===== config.mk =====
export PLATFORM = sky130hd
export DESIGN_NAME = vga_sync_gen
export DESIGN_NICKNAME = d
export VERILOG_FILES = /design/src/rtl/vga_timing_pkg.sv /design/src/rtl/vga_axis_counter.sv /design/src/rtl/vga_sync_gen.sv
export SDC_FILE = /design/constraint.sdc
export NUM_CORES = 1
export LEC_CHECK = 0
export ABC_CLOCK_PERIOD_IN_PS = 7600
export BUFFER_PORTS_ARGS = -buffer_cell sky130_fd_sc_hd__buf_4
export CORE_ASPECT_RATIO = 1.25
export CORE_MARGIN = 1.5
export CORE_UTILIZATION = 50
export CTS_CLUSTER_SIZE = 8
export DETAILED_ROUTE_END_ITERATION = 16
export GPL_ROUTABILITY_DRIVEN = 0
export PLACE_DENSITY = 0.72
export SETUP_SLACK_MARGIN = 0.5
export SYNTH_ARGS = -nofsm -noshare
export SYNTH_HDL_FRONTEND = slang
export SYNTH_HIERARCHICAL = 1
export SYNTH_SLANG_ARGS = --single-unit

===== constraint.sdc =====
create_clock -name clk_25 -period 7.6 [get_ports clk_25]
set_input_delay 0.38 -clock clk_25 [delete_from_list [all_inputs] [get_ports clk_25]]
set_output_delay 0.38 -clock clk_25 [all_outputs]
set_load 0.005 [all_outputs]

===== src/rtl/vga_timing_pkg.sv =====
// Shared 640x480@60 raster timing constants for the VGA sync generator.
// Holds the porch/sync widths, derived line/frame totals, counter width
// and the sync polarity used by vga_sync_gen and vga_axis_counter.
package vga_timing_pkg;

  localparam int HVID  = 640;
  localparam int HFP   = 16;
  localparam int HSYNC = 96;
  localparam int HBP   = 48;

  localparam int VVID  = 480;
  localparam int VFP   = 10;
  localparam int VSYNC = 2;
  localparam int VBP   = 33;

  localparam int HTOTAL = HVID + HFP + HSYNC + HBP;  // 800
  localparam int VTOTAL = VVID + VFP + VSYNC + VBP;  // 525

  localparam int COUNT_W = 10;

  // Active level of hsync/vsync: 0 means the pins pulse low.
  localparam logic SYNC_POL = 1'b0;

endpackage


===== src/rtl/vga_axis_counter.sv =====
// Wrap counter for one raster axis: counts 0..TOTAL-1 while inc is high.
// Ports: clk_25/reset (async, active-high), inc in; count (registered),
// wrap (inc at TOTAL-1) and next_count (value after this edge) out.
module vga_axis_counter
  import vga_timing_pkg::*;
#(
  parameter int TOTAL = HTOTAL,
  parameter int W     = COUNT_W
) (
  input  logic         clk_25,
  input  logic         reset,
  input  logic         inc,
  output logic [W-1:0] count,
  output logic         wrap,
  output logic [W-1:0] next_count
);

  localparam logic [W-1:0] LAST = W'(TOTAL - 1);

  logic [W-1:0] count_q;
  logic [W-1:0] count_d;

  always_comb begin
    wrap    = inc && (count_q == LAST);
    count_d = count_q;
    if (wrap) begin
      count_d = '0;
    end else if (inc) begin
      count_d = count_q + W'(1);
    end
  end

  // Resetting to the last position makes the first advance land on 0.
  always_ff @(posedge clk_25 or posedge reset) begin
    if (reset) begin
      count_q <= LAST;
    end else begin
      count_q <= count_d;
    end
  end

  assign count      = count_q;
  assign next_count = count_d;

endmodule


===== src/rtl/vga_sync_gen.sv =====
// VGA raster timing: pixel/line counters, video_on, hsync/vsync, strobes.
// Ports: clk_25, reset (async, active-high), en (pixel advance) in;
// horizontal_num, vertical_num, video_on, hsync, vsync, line_start,
// frame_start, frame_count out -- all registered, no input-to-output path.
module vga_sync_gen
  import vga_timing_pkg::*;
#(
  parameter int   HVID     = vga_timing_pkg::HVID,
  parameter int   HFP      = vga_timing_pkg::HFP,
  parameter int   HSYNC    = vga_timing_pkg::HSYNC,
  parameter int   HBP      = vga_timing_pkg::HBP,
  parameter int   VVID     = vga_timing_pkg::VVID,
  parameter int   VFP      = vga_timing_pkg::VFP,
  parameter int   VSYNC    = vga_timing_pkg::VSYNC,
  parameter int   VBP      = vga_timing_pkg::VBP,
  parameter logic SYNC_POL = vga_timing_pkg::SYNC_POL
) (
  input  logic               clk_25,
  input  logic               reset,
  input  logic               en,
  output logic [COUNT_W-1:0] horizontal_num,
  output logic [COUNT_W-1:0] vertical_num,
  output logic               video_on,
  output logic               hsync,
  output logic               vsync,
  output logic               line_start,
  output logic               frame_start,
  output logic [15:0]        frame_count
);

  localparam int H_TOT = HVID + HFP + HSYNC + HBP;
  localparam int V_TOT = VVID + VFP + VSYNC + VBP;

  if (H_TOT > (1 << COUNT_W)) begin : g_h_too_big
    $error("vga_sync_gen: horizontal total %0d exceeds counter range", H_TOT);
  end
  if (V_TOT > (1 << COUNT_W)) begin : g_v_too_big
    $error("vga_sync_gen: vertical total %0d exceeds counter range", V_TOT);
  end

  logic               h_wrap;
  logic               v_wrap;
  logic [COUNT_W-1:0] h_next;
  logic [COUNT_W-1:0] v_next;

  vga_axis_counter #(.TOTAL(H_TOT), .W(COUNT_W)) u_hcnt (
    .clk_25     (clk_25),
    .reset      (reset),
    .inc        (en),
    .count      (horizontal_num),
    .wrap       (h_wrap),
    .next_count (h_next)
  );

  // The vertical axis only moves when a line finishes.
  vga_axis_counter #(.TOTAL(V_TOT), .W(COUNT_W)) u_vcnt (
    .clk_25     (clk_25),
    .reset      (reset),
    .inc        (h_wrap),
    .count      (vertical_num),
    .wrap       (v_wrap),
    .next_count (v_next)
  );

  logic        video_on_q, video_on_d;
  logic        hsync_q, hsync_d;
  logic        vsync_q, vsync_d;
  logic        line_start_q, line_start_d;
  logic        frame_start_q, frame_start_d;
  logic [15:0] frame_count_q, frame_count_d;

  // Decode from the next counter values so the registered flags line up
  // with the counters on the same edge (zero skew to the colour blocks).
  always_comb begin
    video_on_d = (int'(h_next) < HVID) && (int'(v_next) < VVID);

    hsync_d = ~SYNC_POL;
    if ((int'(h_next) >= HVID + HFP) && (int'(h_next) < HVID + HFP + HSYNC)) begin
      hsync_d = SYNC_POL;
    end

    vsync_d = ~SYNC_POL;
    if ((int'(v_next) >= VVID + VFP) && (int'(v_next) < VVID + VFP + VSYNC)) begin
      vsync_d = SYNC_POL;
    end

    // h_wrap already implies en, so the strobes drop to 0 when stalled.
    line_start_d  = h_wrap;
    frame_start_d = h_wrap && v_wrap;
    frame_count_d = frame_count_q + {15'b0, frame_start_d};
  end

  always_ff @(posedge clk_25 or posedge reset) begin
    if (reset) begin
      video_on_q    <= 1'b0;
      hsync_q       <= ~SYNC_POL;
      vsync_q       <= ~SYNC_POL;
      line_start_q  <= 1'b0;
      frame_start_q <= 1'b0;
      frame_count_q <= 16'd0;
    end else begin
      video_on_q    <= video_on_d;
      hsync_q       <= hsync_d;
      vsync_q       <= vsync_d;
      line_start_q  <= line_start_d;
      frame_start_q <= frame_start_d;
      frame_count_q <= frame_count_d;
    end
  end

  assign video_on    = video_on_q;
  assign hsync       = hsync_q;
  assign vsync       = vsync_q;
  assign line_start  = line_start_q;
  assign frame_start = frame_start_q;
  assign frame_count = frame_count_q;

endmodule


==> flow_metrics.tcl <==
set metrics [dict create \
    outcome "completed" \
    layout-drive-gt1-share 0.3333 \
    hold_violations 0 \
    dp.cells 257 \
    synth_area_um2 1954 \
    dieArea_um2 4295 \
    met3WireLength_um 160 \
    htree_num_levels 2 \
    ctsHoldBuffers 0 \
    fin_crit_ns 3.277 \
    drc 0 \
    leakagePower_nw 1.189 \
    clock_latency_ns 0.29 \
    fp.dieW_um 58.92 \
    ctsResizeCount 0 \
    critPathLaunchType "register" \
    core_region_area_um2 3754 \
    fin_cells 265 \
    hp-class "in2async" \
    cap_violations 0 \
    final_common_cell "buf_4" \
    cts_setup_buffers 0 \
    worst_pin_slew_ns 0.7993 \
    finalMaxSlewViolations 0 \
    globalRouteOverflowTotal 0 \
    cp_data_arrival_time_ns 3.50 \
    synth-seq-area-share 0.5327 \
    detail-route-antenna-nets 0 \
    wl_per_cell_um 15.92 \
    die_h_um 72.90 \
    area_growth_pct 24.01 \
    drt-total-wl_um 4219 \
    worstSetupEndpointType "register" \
    crit_path_max_fanout 12 \
    drt-met1-wl_um 1767 \
    row_count 25 \
    track_usage 0.2119 \
    p_per_area_nw_per_um2 220.5 \
    fin_nets 232 \
    slew_headroom 0.4665 \
    hpwl_um 3178 \
    finClkSkew_ns 0.01036 \
    cp.required_ns 7.82 \
    yosys.cell_types.count 37 \
    yosys_warnings 6 \
    setup_violations 0 \
    mostFrequentLayoutCells "44 x buf_4, 29 x dfrtp_1, 17 x xor2_1, 17 x nand2_1, 14 x nor2_1" \
    hold_ws_ns 0.06815 \
    synth_cells 175 \
    worstSetupPathType "reg2reg" \
    initial_core_util 0.5207 \
    drtIter0Drc 46 \
    wl_met2_um 2243 \
    cts_max_path_buffers 2 \
    antenna_cells 0 \
    final.period_utilization 0.4312 \
    clk_pin_slew_worst_paths_ns 0.08 \
    firstDrtPassIters 4 \
    highest_layer "met4" \
    setup_tns_ns 0 \
    io_pins 44 \
    vias 1524 \
    routed_via_density 5.751 \
    antenna_found_initial 0 \
    cts_sinks 41 \
    cts_tree "yes" \
    port_buffers 43 \
    ys_seq_elements 41 \
    grt_pass1_wl_um 6913 \
    grt_max_degree 22 \
    postSynthAreaPerCell_um2 11.17 \
    grt_pass1_vias 1451 \
    rsz0062_at_grt "false" \
    synth_nets 183 \
    clockRootBuffer "clkbuf_8" \
    cts-buffers-inserted 5 \
    ir_worst_vdd_mv 0.1717 \
    max_freq_mhz 305.1 \
]
-- per-stage QoR --
step	util	power, mW	cell area (µm²)	setup slack [ns]
2_1_floorplan	-	0.3352	1954	4.287
3_3_place_gp	0.6187	0.3771	2322	4.477
3_5_place_dp	0.6187	0.3835	2322	4.334
4_1_cts	0.6457	0.5360	2424	4.316
5_1_grt	0.6457	0.5617	2424	4.033
6_report	0.6457	0.5344	2424	4.323
-- Yosys cell counts (all sizes together) --
library cell | instances | area share
and4 | 1 | 0.0045
ha | 5 | 0.032
o311a | 1 | 0.0051
nor2 | 14 | 0.027
o21a | 1 | 0.0038
xnor2 | 10 | 0.045
o21ai | 1 | 0.0026
inv | 10 | 0.019
a211o | 1 | 0.0045
xor2 | 17 | 0.076
nand2 | 17 | 0.033
clkbuf | 1 | 0.0026
dfstp | 12 | 0.16
o31ai | 2 | 0.0077
and2 | 1 | 0.0032
dfrtp | 29 | 0.37
mux2i | 2 | 0.010
a21oi | 3 | 0.0096
nand4bb | 1 | 0.0058
buf | 1 | 0.0038
nor4b | 1 | 0.0045
nand4 | 10 | 0.043
o211ai | 1 | 0.0038
nor4 | 5 | 0.026
or4 | 2 | 0.0096
or3 | 3 | 0.010
nor3 | 11 | 0.034
or4b | 1 | 0.0070
nand3 | 11 | 0.035
-- registers in the layout, indices dropped and copies added, names as in the netlist --
| signal | flops |
|---|---|
| u_vcnt/count | 10 |
| line_start | 1 |
| frame_start | 1 |
| vsync | 1 |
| u_hcnt/count | 10 |
| video_on | 1 |
| hsync | 1 |
| frame_count | 16 |
-- report_power, final --
group          switching, mW  leakage, nW  internal [mW]
registers             0.0292        0.503          0.248
logic                 0.0496        0.632         0.0531
clock network         0.0729       0.0542         0.0820
-- cell type report --
cell class              count  area (µm²)
fillers                   314        1330
inverters                  10       37.54
clock inverters             1       5.005
clock buffers               7       96.34
repair buffers             44       330.3
flip-flops and latches     41        1041
well taps                  40       50.05
multi-input cells         122       863.3
-- cells by family after synthesis --
group | after synthesis | share of synthesized area
fa+ha+maj | 5 | 0.03201
buf+inv | 12 | 0.02561
flops | 41 | 0.5327
xor+xnor | 27 | 0.1210
compound gates | 10 | 0.03713
mux | 2 | 0.01024
simple gates | 78 | 0.2414
-- layer usage --
metal	vias up	track usage
li1	705	-
met1	773	0.2555
met2	42	0.3630
met3	4	0.04965
met4	0	0.08081
met5	-	0
-- final timing paths --
check	from	to	slack [ns]	depth (start not counted)
worst max-delay path	u_hcnt/count[0]$_DFF_PP1_	frame_count[12]$_DFF_PP0_	4.32	12
worst min-delay path	reset	u_vcnt/count[0]$_DFF_PP0_	0.07	2
worst max register to register	u_hcnt/count[0]$_DFF_PP1_	frame_count[12]$_DFF_PP0_	4.32	12
worst min register to register	frame_count[15]$_DFF_PP0_	frame_count[15]$_DFF_PP0_	0.47	1
max in group asynchronous	reset	frame_count[3]$_DFF_PP0_	6.85	2
min in group clk_25	en	u_hcnt/count[2]$_DFF_PP1_	0.37	3
-- worst max-delay path, cell delays in order, from the launching register on --
cell	delay [ns]
dfstp_2	0.57
ha_1	0.20
nand4_1	0.23
nor3_1	0.24
buf_4	0.22
nand3_1	0.15
nor3_4	0.33
and2_1	0.20
ha_1	0.21
ha_1	0.25
nand3_1	0.13
nor4_1	0.31
xor2_1	0.17
Note: power is estimated with default switching activity, not from simulation.
